==> config.mk <==
export PLATFORM = sky130hd
export DESIGN_NAME = alu_result_fifo
export DESIGN_NICKNAME = d
export VERILOG_FILES = /design/src/rtl/alu_result_fifo.sv
export SDC_FILE = /design/constraint.sdc
export NUM_CORES = 1
export LEC_CHECK = 0
export CAP_MARGIN = 20
export CORE_UTILIZATION = 49
export CTS_CLUSTER_DIAMETER = 60
export DETAILED_ROUTE_END_ITERATION = 8
export PLACE_DENSITY = 0.74
export SYNTH_ARGS = -nofsm -noshare
export SYNTH_HDL_FRONTEND = slang
export SYNTH_SLANG_ARGS = --single-unit
==> constraint.sdc <==
create_clock -name clk -period 2.4 [get_ports clk]
set_input_delay 0.72 -clock clk [delete_from_list [all_inputs] [get_ports clk]]
set_output_delay 0.72 -clock clk [all_outputs]
set_load 0.01 [all_outputs]
==> src/rtl/alu_result_fifo.sv <==
`default_nettype none
// ============================================================================
// Module      : alu_result_fifo
// Description : Execute-to-writeback FIFO holding ALU result, ZERO flag and
//               destination register, presented first-word-fall-through.
// Revision    : 1.0 - initial release
// ============================================================================
module alu_result_fifo #(
    parameter int DATA_WIDTH = 32,
    parameter int ADDR_WIDTH = 5,
    parameter int DEPTH      = 4,
    parameter int PTR_WIDTH  = 2
) (
    input  logic                  clk,
    input  logic                  rst_n,
    input  logic                  flush,
    input  logic                  in_valid,
    output logic                  in_ready,
    input  logic [DATA_WIDTH-1:0] in_data,
    input  logic                  in_zero,
    input  logic [ADDR_WIDTH-1:0] in_addr,
    output logic                  out_valid,
    input  logic                  out_ready,
    output logic [DATA_WIDTH-1:0] out_data,
    output logic                  out_zero,
    output logic [ADDR_WIDTH-1:0] out_addr,
    output logic [PTR_WIDTH:0]    count,
    output logic                  full,
    output logic                  empty,
    output logic                  ovf_err
);

    localparam logic [PTR_WIDTH:0] c_depth = (PTR_WIDTH + 1)'(DEPTH);

    logic [DATA_WIDTH-1:0] r_mem_data [DEPTH];
    logic                  r_mem_zero [DEPTH];
    logic [ADDR_WIDTH-1:0] r_mem_addr [DEPTH];

    logic [PTR_WIDTH-1:0]  r_wr_ptr;
    logic [PTR_WIDTH-1:0]  r_rd_ptr;
    logic [PTR_WIDTH:0]    r_count;
    logic                  r_ovf;

    logic                  w_push;
    logic                  w_pop;
    logic                  w_overflow;

    assign empty     = (r_count == '0);
    assign full      = (r_count == c_depth);
    assign out_valid = ~empty;
    assign in_ready  = ~full;
    assign count     = r_count;
    assign ovf_err   = r_ovf;

    assign w_push     = in_valid & in_ready;
    assign w_pop      = out_valid & out_ready;
    assign w_overflow = in_valid & full & ~w_pop;

    // Head is forced to zero when empty so stale storage never leaks out.
    assign out_data = empty ? '0   : r_mem_data[r_rd_ptr];
    assign out_zero = empty ? 1'b0 : r_mem_zero[r_rd_ptr];
    assign out_addr = empty ? '0   : r_mem_addr[r_rd_ptr];

    always_ff @(posedge clk or negedge rst_n) begin
        if (!rst_n) begin
            r_wr_ptr <= '0;
            r_rd_ptr <= '0;
            r_count  <= '0;
            r_ovf    <= 1'b0;
        end else begin
            if (w_overflow) begin
                r_ovf <= 1'b1;
            end
            if (flush) begin
                r_wr_ptr <= '0;
                r_rd_ptr <= '0;
                r_count  <= '0;
            end else begin
                // Pointers are PTR_WIDTH wide, so increment wraps modulo DEPTH.
                if (w_push) begin
                    r_wr_ptr <= r_wr_ptr + 1'b1;
                end
                if (w_pop) begin
                    r_rd_ptr <= r_rd_ptr + 1'b1;
                end
                if (w_push && !w_pop) begin
                    r_count <= r_count + 1'b1;
                end else if (w_pop && !w_push) begin
                    r_count <= r_count - 1'b1;
                end
            end
        end
    end

    always_ff @(posedge clk) begin
        if (w_push && !flush) begin
            r_mem_data[r_wr_ptr] <= in_data;
            r_mem_zero[r_wr_ptr] <= in_zero;
            r_mem_addr[r_wr_ptr] <= in_addr;
        end
    end

endmodule
`default_nettype wire

======== Word-level counts from Yosys, hierarchy flattened ========
Memories as Yosys holds them, arrays and structs flattened.
Cells that the tools add are included.
storage, ports and cells
  output and inout bits ................... 46
  bits of input ports ..................... 43
  bits in writable memories ............... 152
  register bits after elaboration ......... 8
  word-level logic and storage cells ...... 41
  memories ................................ 3
cells by class
  bitwise gates (word level) .............. 7
  multiplexer cells ....................... 12
  add/sub/neg operators ................... 4
  eq/ne operators ......................... 1
  reductions and logical operators ........ 10
memory list
  name        depth  bits a word  rd ports  clocked after Yosys merged registers in  wr ports  line  RTL
  r_mem_data  4      32           1         0                                        1         35    logic [DATA_WIDTH-1:0] r_mem_data [DEPTH];
  r_mem_addr  4      5            1         0                                        1         37    logic [ADDR_WIDTH-1:0] r_mem_addr [DEPTH];
  r_mem_zero  4      1            1         0                                        1         36    logic r_mem_zero [DEPTH];
operators with widths
  cell                 count
  $mux 32              1
  $mux 3               3
  $mux 2               4
  $mux 5               1
  $add 2x1->2 const B  2
  $and 1x1->1          4
  $reduce_bool 2->1    2
  $add 3x1->3 const B  1
  $eq 3x3->1 const B   1
  $logic_and 1x1->1    3
  $logic_not 1->1      3
  $logic_not 3->1      1
  $mux 1               3
  $not 1->1            3
  $reduce_bool 3->1    1
  $sub 3x1->3 const B  1

======== Depth between registers and ports, before layout ========
Gate-level depths: netlist of the first run.
  word-level depth ........................ 8
  gate-level depth with buffers ........... 9

======== Worst setup path before layout of the first run ========
Ideal clock, no wire load.
  path type ............................... flip-flop to flip-flop
  start point ............................. register r_count[2] (netlist: count[2])
  end point ............................... memory r_mem_addr[0][0] (enable)
  data arrival time ....................... 2.090 ns
  setup time .............................. 0.399 ns
  setup slack ............................. -0.089 ns
  cell stages (with the launch flop) ...... 7
  cells stage by stage .................... dfrtp_1 > buf_4 > or3b_1 > buf_2 > clkinv_4 > nor3_2 > and2_1
between the ends
  cells in the longest elaborated chain, start to end .. 6
ends and longest elaborated chain
  item                          line  RTL
  from (decl)                   41    logic [PTR_WIDTH:0] r_count;
  from (signal assigned)        87    r_count <= r_count + 1'b1;
  from (signal assigned)        89    r_count <= r_count - 1'b1;
  $eq 3x3->1                    49    assign full = (r_count == c_depth);
  $not 1->1                     51    assign in_ready = ~full;
  net in_ready                  18    output logic in_ready,
  $and 1x1->1                   55    assign w_push = in_valid & in_ready;
  $logic_and 1x1->1             96    if (w_push && !flush) begin
  $mux 1                        96
  $mux 1 (implied by the code)  99    r_mem_addr[r_wr_ptr] <= in_addr;
  to (decl)                     37
The timed path passes the listed nets, and every way through them passes these cells.

======== Worst setup path in the final report of the first run ========
  start point ............................. register r_rd_ptr[0]
  end point ............................... output out_addr[0]
between the ends
  cells in the longest elaborated chain, start to end .. 2
ends and longest elaborated chain
  item                    line  RTL
  from (decl)             40    logic [PTR_WIDTH-1:0] r_rd_ptr;
  from (signal assigned)  84    r_rd_ptr <= r_rd_ptr + 1'b1;
  $mem_v2 4x5             --
  $mux 5                  62    assign out_addr = empty ? '0 : r_mem_addr[r_rd_ptr];
  to (decl)               26    output logic [ADDR_WIDTH-1:0] out_addr,
Every way passes these cells.

==> impl_metrics.ini, run 1 <==
[global_routing]
grt_pass1_wl_mm = 19.1
grt_pass1_vias = 3501
grt_use_total = 0.203
grt_max_degree = 21
grt_overflow = 0
antenna_found_initial = 1

[placed_design]
dp_cells = 577
dp_hpwl_mm = 7.22
portBuffers = 88
gp_congestion = 0.800
place_ws_ps = -287
postPlaceCellArea_sq_mm = 0.00771

[pwr]
vdd_ir_drop_max_mv = 0.548
power.internal_mw = 7.00
clkPwrFrac = 0.312
p_per_area_mw_per_mm2 = 1100
power_frac_seq = 0.345
p_sw_mw = 2.54
leakage_nw = 3.05
power_mw = 9.54
pwr-share-comb = 0.343
switching_share = 0.266

[cells_and_area]
drive_above_1_share = 0.406
design_area_sq_mm = 0.00864
regArea_sq_mm = 0.00477
fin_nets = 488
fill_cells = 814
layout.cells.non_filler = 626
final_core_util = 0.682
multiInputGateArea_sq_mm = 0.00160
synthToLayoutAreaGrowth_pct = 35.4

[cts]
cts_buffer_depth = 2
path_clk_slew_ps = 60
ctsHtreeMaxLevel = 4
cts_buffers = 17
clk_latency_ps = 410
cts_tree = yes
cts.sinks = 160
ctsHoldBuffers = 0
clk_root_buffer_cell = clkbuf_16

[worst_setup_path]
crit_fanout = 8
r2r-start = count[1]
start_kind = flop
cp_top_family = multiplexers
path_class = flop to primary output
cp_cell_sequence = buf_8 > buf_12 > mux4_2 > nor2b_1 > buf_2
max_stage_delay_ps = 510
critPathSlowestCell = mux4_2
required_ps = 1680
crit_buf_inv = 3
crit_path_start = r_rd_ptr[0]
cp.arrival_ps = 1890
cp-end-kind = primary output

[yosys]
syn_area_sq_mm = 0.00638
synthCells = 307
ys_seq_area_frac = 0.746
synth.avg_cell_area_sq_um = 20.8
synth_nets = 355
yosys_warnings = 0
synth_cell_types = 34
synth-seq-cells = 160

[floorplanning]
pin_count = 89
start_util = 0.504
dieArea_sq_mm = 0.0135
rows = 41
core_area_sq_mm = 0.0127
fp.dieH_microns = 116
die_x_microns = 116

[timing]
fmax_mhz = 383
holdWs_ps = 484
hold_viol_final = 0
finalClockSkew_ps = 6.19
fin_ws_ps = -210
timing.final.max_slew_violations = 0
min_period_ps = 2610
setup_viol = 38
max_slew.worst_pin.slew_ps = 387
rsz0062_at_grt = yes
tns_ps = -6370
slew_headroom = 0.739
fin_crit_sh = 1.09

[outcome]
violations = setup timing
status = complete, but fails checks

[drt]
route.vias.total = 3311
routedWlPerCell_microns = 20.1
post-route-drc-count = 0
drt_iter0_drc = 213
via_per_inst = 5.29
drt-pass1-iter-count = 4
routed_wl_mm = 12.6
ant_nets = 0

[flow_run]
drv_cap = 0

[hold_path]
hold_path_class = flop to flop
hp-start = ovf_err
-- layout make-up --
type	count	area share
tap	172	0.0249
antenna	1	0.000290
inverter	8	0.00405
clock buffer	19	0.0501
sequential	160	0.552
multi-input combinational	121	0.185
clock inverter	13	0.0271
timing repair buffer	132	0.157
-- sequential cells by signal, indices dropped and copies added, names as in the netlist --
signal and count:
r_mem_data 128, r_mem_addr 20, r_mem_zero 4, count 3, r_rd_ptr 2, r_wr_ptr 2
ovf_err 1
-- cell usage after synthesis --
cell type	count	share of area
clkinv_4	1	0.0014
buf_6	6	0.011
and2_1	4	0.0039
buf_2	7	0.0055
buf_4	2	0.0024
nor2_1	9	0.0053
and2b_1	8	0.0094
o21a_1	1	0.0012
o31ai_1	2	0.0024
fa_1	1	0.0031
a21oi_2	1	0.0014
nand3_1	2	0.0016
a311oi_1	1	0.0014
nor2b_1	30	0.029
inv_1	7	0.0041
clkbuf_1	3	0.0018
ha_1	4	0.0078
o311a_1	1	0.0016
a221oi_2	1	0.0024
o21ai_1	2	0.0016
o311ai_0	1	0.0014
nor3_2	1	0.0016
xor2_1	2	0.0027
nor3_1	2	0.0016
edfxtp_1	152	0.72
mux2i_1	2	0.0031
or3b_1	1	0.0014
mux2_2	2	0.0035
a21bo_2	1	0.0016
nor4bb_1	1	0.0016
mux4_2	38	0.13
a21oi_1	1	0.00078
nand3b_1	2	0.0024
dfrtp_1	8	0.031
-- what timing repair did --
item	CTS	global route
cloned	5	0
pin swaps	1	1
setup endpoints to repair	42	39
setup buffers	13	2
gates resized for setup	193	33
-- power by group through the flow --
stage                     Combinational, mW  Clock [mW]  Sequential (mW)
after floorplan                        1.46           0             3.32
after global placement                 2.70           0             3.33
after detailed placement               2.73           0             3.34
after CTS                              3.13        3.02             3.29
after global routing                   3.50        3.14             3.30
final                                  3.27        2.98             3.29
-- cells in the final DEF (no fill, tap or decap), types with 5 or more instances in the layout --
cell,count
clkbuf_16,17
and2b_1,8
dfrtp_1,5
bufinv_16,6
buf_6,16
clkdlybuf4s50_1,46
nor2_1,9
inv_1,7
edfxtp_1,152
buf_12,14
nor2b_4,17
nor2b_1,13
buf_4,23
buf_2,24
mux4_2,38
-- tightest hold or removal path, delay by kind of cell, from the launching register on --
family | cells | cell delay (ps)
flops | 1 | 350
compound gates | 1 | 50
buf+inv | 1 | 40
-- worst paths after layout --
check,end,slack (ps),cells past startpoint
min in group asynchronous,r_rd_ptr[0],600,1
worst min-delay path,ovf_err,480,2
worst min register to register,ovf_err,480,2
worst max register to register,count[2],90,7
worst max-delay path,out_addr[0],-210,5
max in group asynchronous,count[2],1490,1
-- layer usage --
| layer | global-route usage | wire (microns) | vias to the layer above |
|---|---|---|---|
| met2 | 0.335 | 6520 | 90 |
| li1 | - | - | 1496 |
| met1 | 0.258 | 5320 | 1714 |
| met4 | 0.0752 | 134 | 0 |
| met3 | 0.0586 | 597 | 11 |
| met5 | 0 | 0 | - |
-- cell families after synthesis --
group | count (synthesis) | synth area share
flip-flops | 160 | 0.746
AND/OR/NAND/NOR | 60 | 0.0580
multiplexers | 42 | 0.141
buffers and inverters | 26 | 0.0257
AO/OA/AOI/OAI | 12 | 0.0155
adder cells (fa/ha/maj) | 5 | 0.0110
XOR/XNOR | 2 | 0.00274
Power figures use the tool's default switching activity.
==> inputs of run 2 (changes only) <==
--- a/config.mk
+++ b/config.mk
@@ -10,6 +10,7 @@
 export CTS_CLUSTER_DIAMETER = 60
 export DETAILED_ROUTE_END_ITERATION = 8
 export PLACE_DENSITY = 0.74
+export SETUP_SLACK_MARGIN = 0.5
 export SYNTH_ARGS = -nofsm -noshare
 export SYNTH_HDL_FRONTEND = slang
 export SYNTH_SLANG_ARGS = --single-unit
==> run 2 against run 1 <==
  * Clock-buffer cell count fell by 2
  * Routed wire length is 32% higher
  * The flow still finishes with violations (setup timing)
  * Core utilization increased by 8.6 points
  * Worst setup slack got worse by 120 ps
  * Final area rose by 13%
  * Clock power down 6.7%
  * Via count grew 14%
  * Combinational power grew 31%
  * Hold slack better by 4.6 ps
  * Global-route usage increased by 5.4 points
  * Cell count grew 8.6%
==> impl_metrics.ini, run 2 (same netlist as run 1, synthesis figures left out) <==
[timing]
timing.final.max_slew_violations = 0
rsz0062_at_grt = yes
hold_viol_final = 0
fmax_mhz = 366
setup_viol = 38
min_period_ps = 2730
slew_headroom = 0.684
fin_ws_ps = -333
finalClockSkew_ps = 8.98
fin_crit_sh = 1.14
max_slew.worst_pin.slew_ps = 472

[worst_setup_path]
rrSetupSlack_ps = 10
cp.arrival_ps = 2010
start_kind = flop
cp-end-kind = primary output
path_class = flop to primary output
required_ps = 1680
crit_fanout = 8
reg2reg_depth = 13

[cts]
clk_latency_ps = 410
path_clk_slew_ps = 70
cts_tree = yes
clk_root_buffer_cell = clkbuf_16
cts.sinks = 160
ctsHtreeMaxLevel = 4
cts_buffers = 17
cts_buffer_depth = 2

[floorplanning]
rows = 41
core_area_sq_mm = 0.0127
pin_count = 89
dieArea_sq_mm = 0.0135
die_x_microns = 116
start_util = 0.504
fp.dieH_microns = 116

[pwr]
vdd_ir_drop_max_mv = 0.631
power_mw = 10.3
p_per_area_mw_per_mm2 = 1060
leakage_nw = 3.55

[cells_and_area]
antennaDiodeCount = 0
drive_above_1_share = 0.510
largest_reg_flops = 128
layout_commonest_cell = edfxtp_1
fin_nets = 543
top_register = r_mem_data
final_cell_mix = edfxtp_1, buf_6, clkdlybuf4s50_1
synthToLayoutAreaGrowth_pct = 52.5
layout.cells.non_filler = 680
final_core_util = 0.768
reg_top3 = r_mem_data x128, r_mem_addr x20, r_mem_zero x4
fill_cells = 657

[global_routing]
grt_overflow = 0
grt_use_total = 0.257
grt_pass1_vias = 3906
antenna_found_initial = 0
grt_pass1_wl_mm = 23.8
grt_max_degree = 21

[drt]
drt_iter0_drc = 283
ant_nets = 0
via_per_inst = 5.55
routed_wl_mm = 16.7
post-route-drc-count = 0
drt-pass1-iter-count = 4
route.vias.total = 3771
routedWlPerCell_microns = 24.5

[hold_path]
hold_path_class = flop to flop
hold_depth = 2

[flow_run]
drv_cap = 0

[placed_design]
gp_congestion = 0.780
dp_hpwl_mm = 7.52
portBuffers = 88
dp_cells = 583

[outcome]
violations = setup timing
status = complete, but fails checks
-- run 2: stage by stage --
| stage | hold slack [ps] | instance area [sq um] | setup WS (ps) | setup TNS, ps |
|---|---|---|---|---|
| after global routing | 528 | 9740 | -374 | -12240 |
| after detailed placement | 483 | 8030 | -180 | -18500 |
| final | 489 | 9740 | -333 | -9820 |
| after CTS | 497 | 9530 | -276 | -8350 |
| after global placement | 456 | 8030 | -136 | -10270 |
| after floorplan | 424 | 6650 | 179 | 0 |
-- run 2: layout make-up --
cell class | instances | area [sq um] | area share
multi-input cells | 121 | 1730 | 0.177
flip-flops and latches | 160 | 4770 | 0.490
inverters | 8 | 45.0 | 0.00463
repair buffers | 187 | 2370 | 0.244
well taps | 172 | 215 | 0.0221
clock buffers | 17 | 425 | 0.0437
clock inverters | 15 | 183 | 0.0188
-- run 2: path summary, 6_finish.rpt --
path | endpoint | startpoint
max | out_data[27] | r_rd_ptr[0]
min | ovf_err | ovf_err
max reg2reg | r_mem_data[1][3] | count[1]
min reg2reg | ovf_err | ovf_err
max in group asynchronous | r_rd_ptr[0] | rst_n
min in group asynchronous | count[0] | rst_n
-- run 2: worst max-delay path, stage by stage, from the launching register on --
cell and delay [ps]:
dfrtp_2 390, buf_6 120, buf_4 140, buf_16 140, mux4_2 510, nor2b_4 150, buf_2 140
-- run 2: where the power goes --
group	switching (mW)	total (mW)	leakage, nW	internal (mW)
clock network	1.13	2.78	0.283	1.65
registers	0.0738	3.29	1.48	3.22
logic	1.79	4.27	1.79	2.48
-- run 2: what timing repair did --
item,CTS,global route
resized for setup,264,15
cloned,17,2
hold buffers,0,0
pin swaps,8,4
setup buffers,40,6
endpoints found under the setup margin,200,199
-- run 2: per-layer routing --
layer  GRT usage  share of wire  vias up
met5           0              0        -
met4      0.0872          0.013        0
met3      0.0503          0.052       20
met2       0.440           0.54      156
met1       0.333           0.40     1983
li1            -              -     1612
==> inputs of run 3 (changes only) <==
--- a/config.mk
+++ b/config.mk
@@ -10,6 +10,7 @@
 export CTS_CLUSTER_DIAMETER = 60
 export DETAILED_ROUTE_END_ITERATION = 8
 export PLACE_DENSITY = 0.74
+export REMOVE_ABC_BUFFERS = 1
 export SETUP_SLACK_MARGIN = 0.5
 export SYNTH_ARGS = -nofsm -noshare
 export SYNTH_HDL_FRONTEND = slang
==> constraint.sdc (replaced) <==
create_clock -name clk -period 2.45 [get_ports clk]
set_input_delay 0.735 -clock clk [delete_from_list [all_inputs] [get_ports clk]]
set_output_delay 0.735 -clock clk [all_outputs]
set_load 0.01 [all_outputs]
==> run 3 against run 2 <==
  * The run still ends with setup timing left
  * Register-to-register slack gained 60 ps
  * Critical path depth unchanged
  * Clock power decreased by 17%
  * Worst setup slack improved by 85 ps
  * Non-clock buffer count down 16
  * Global-route usage shrank 4.8 points
  * Sequential power decreased by 2%
  * Final area down 4.8%
  * Combinational power down 6.3%
  * Critical path type unchanged
  * Critical endpoint is now out_data[12]
  * Largest power group unchanged
==> impl_metrics.ini, run 3 (same netlist as run 1, synthesis figures left out) <==
[outcome]
status = complete, but fails checks
violations = setup timing

[timing]
timing.final.max_slew_violations = 0
fin_ws_ps = -248
min_period_ps = 2700
slew_headroom = 0.700
max_slew.worst_pin.slew_ps = 444
rsz0062_at_grt = yes
fmax_mhz = 371
tns_ps = -6690
finalClockSkew_ps = 7.93
holdWs_ps = 490
setup_viol = 39
hold_viol_final = 0
fin_crit_sh = 1.10

[cells_and_area]
multiInputGateArea_sq_mm = 0.00168
reg_top3 = r_mem_data x128, r_mem_addr x20, r_mem_zero x4
design_area_sq_mm = 0.00927
final_core_util = 0.732
fin_nets = 527
top_register = r_mem_data
fill_cells = 759
synthToLayoutAreaGrowth_pct = 45.2
layout_commonest_cell = edfxtp_1
final_cell_mix = edfxtp_1, buf_6, clkdlybuf4s50_1
regArea_sq_mm = 0.00477
drive_above_1_share = 0.473
largest_reg_flops = 128

[flow_run]
drv_cap = 0

[global_routing]
grt_pass1_vias = 3547
grt_overflow = 0
antenna_found_initial = 2
grt_pass1_wl_mm = 19.6
grt_max_degree = 22
grt_use_total = 0.209

[cts]
clk_root_buffer_cell = clkbuf_16
cts.sinks = 160
cts_tree = yes
ctsHtreeMaxLevel = 4
cts_buffers = 17
cts_buffer_depth = 2
clk_latency_ps = 420
path_clk_slew_ps = 60

[placed_design]
gp_congestion = 0.834
dp_hpwl_mm = 7.55
portBuffers = 88
postPlaceCellArea_sq_mm = 0.00776

[worst_setup_path]
r2r-start = count[0]
cp.arrival_ps = 1960
path_class = flop to primary output
required_ps = 1710
crit_path_start = r_rd_ptr[0]
crit_fanout = 6
cp-end-kind = primary output
start_kind = flop
rrSetupSlack_ps = 70

[floorplanning]
rows = 41
fp.dieH_microns = 116
pin_count = 89
start_util = 0.504
dieArea_sq_mm = 0.0135
die_x_microns = 116
core_area_sq_mm = 0.0127

[pwr]
leakage_nw = 3.35
vdd_ir_drop_max_mv = 0.606
p_per_area_mw_per_mm2 = 1030

[drt]
via_per_inst = 5.36
top_layer = met4
post-route-drc-count = 0
routed_wl_mm = 14.6
routedWlPerCell_microns = 22.0
drt-pass1-iter-count = 4
route.vias.total = 3559
drt_iter0_drc = 255
wl_met1_mm = 5.76
ant_nets = 0
wl_met2_mm = 7.67
wl_met3_microns = 923

[hold_path]
hp-start = ovf_err
hold_path_class = flop to flop
run 3: cell types whose count changed in the layout (fill, tap and decap cells not counted), moves of 3 or more:
cell        delta
buf_6          -4
inv_6          -3
buf_16        -13
buf_12         -6
clkinv_2       +6
clkinvlp_4     -4
nor2b_4        -6
clkbuf_16      +9
nor2b_1        +6
run 3: metal layers:
| layer | GRT usage | vias up |
|---|---|---|
| met2 | 0.348 | 139 |
| met5 | 0 | - |
| li1 | - | 1580 |
| met3 | 0.0514 | 22 |
| met1 | 0.270 | 1818 |
| met4 | 0.0752 | 0 |
run 3: layout make-up:
class | instances | area share
Clock inverter | 11 | 0.00810
Antenna cell | 2 | 0.000540
Timing Repair Buffer | 171 | 0.221
Sequential cell | 160 | 0.514
Tap cell | 172 | 0.0232
Clock buffer | 19 | 0.0467
Multi-Input combinational cell | 121 | 0.182
Inverter | 8 | 0.00432
run 3: final timing paths:
path                                 to  depth (start not counted)
max                        out_data[12]                          6
min                             ovf_err                          2
max reg2reg                    count[2]                         11
min reg2reg                     ovf_err                          2
max in group asynchronous   r_rd_ptr[0]                          1
min in group asynchronous       ovf_err                          1
run 3: power breakdown:
group | switching (mW) | internal, mW
logic | 1.65 | 2.35
registers | 0.0726 | 3.15
clock network | 0.958 | 1.36
total | 2.68 | 6.86
run 3: critical path, cell delays in order (launching register included):
cell     delay [ps]
dfrtp_2         430
buf_6           140
buf_12          100
buf_16          120
mux4_2          510
nor2b_4         140
buf_6           120
run 3: repair_timing:
action | in CTS | in global routing
gates resized for setup | 221 | 80
hold buffers | 0 | 0
cloned | 4 | 15
endpoints found under the setup margin | 200 | 199
setup buffers | 24 | 10
pin swaps | 3 | 11
run 3: per-stage QoR:
step | instances | worst slack [ps] | total power, mW
after floorplan | 289 | -1220 | 4.57
after global placement | 579 | -102 | 5.97
after detailed placement | 579 | -148 | 6.00
after CTS | 637 | -246 | 8.82
after global routing | 662 | -303 | 9.92
final | 664 | -248 | 9.54
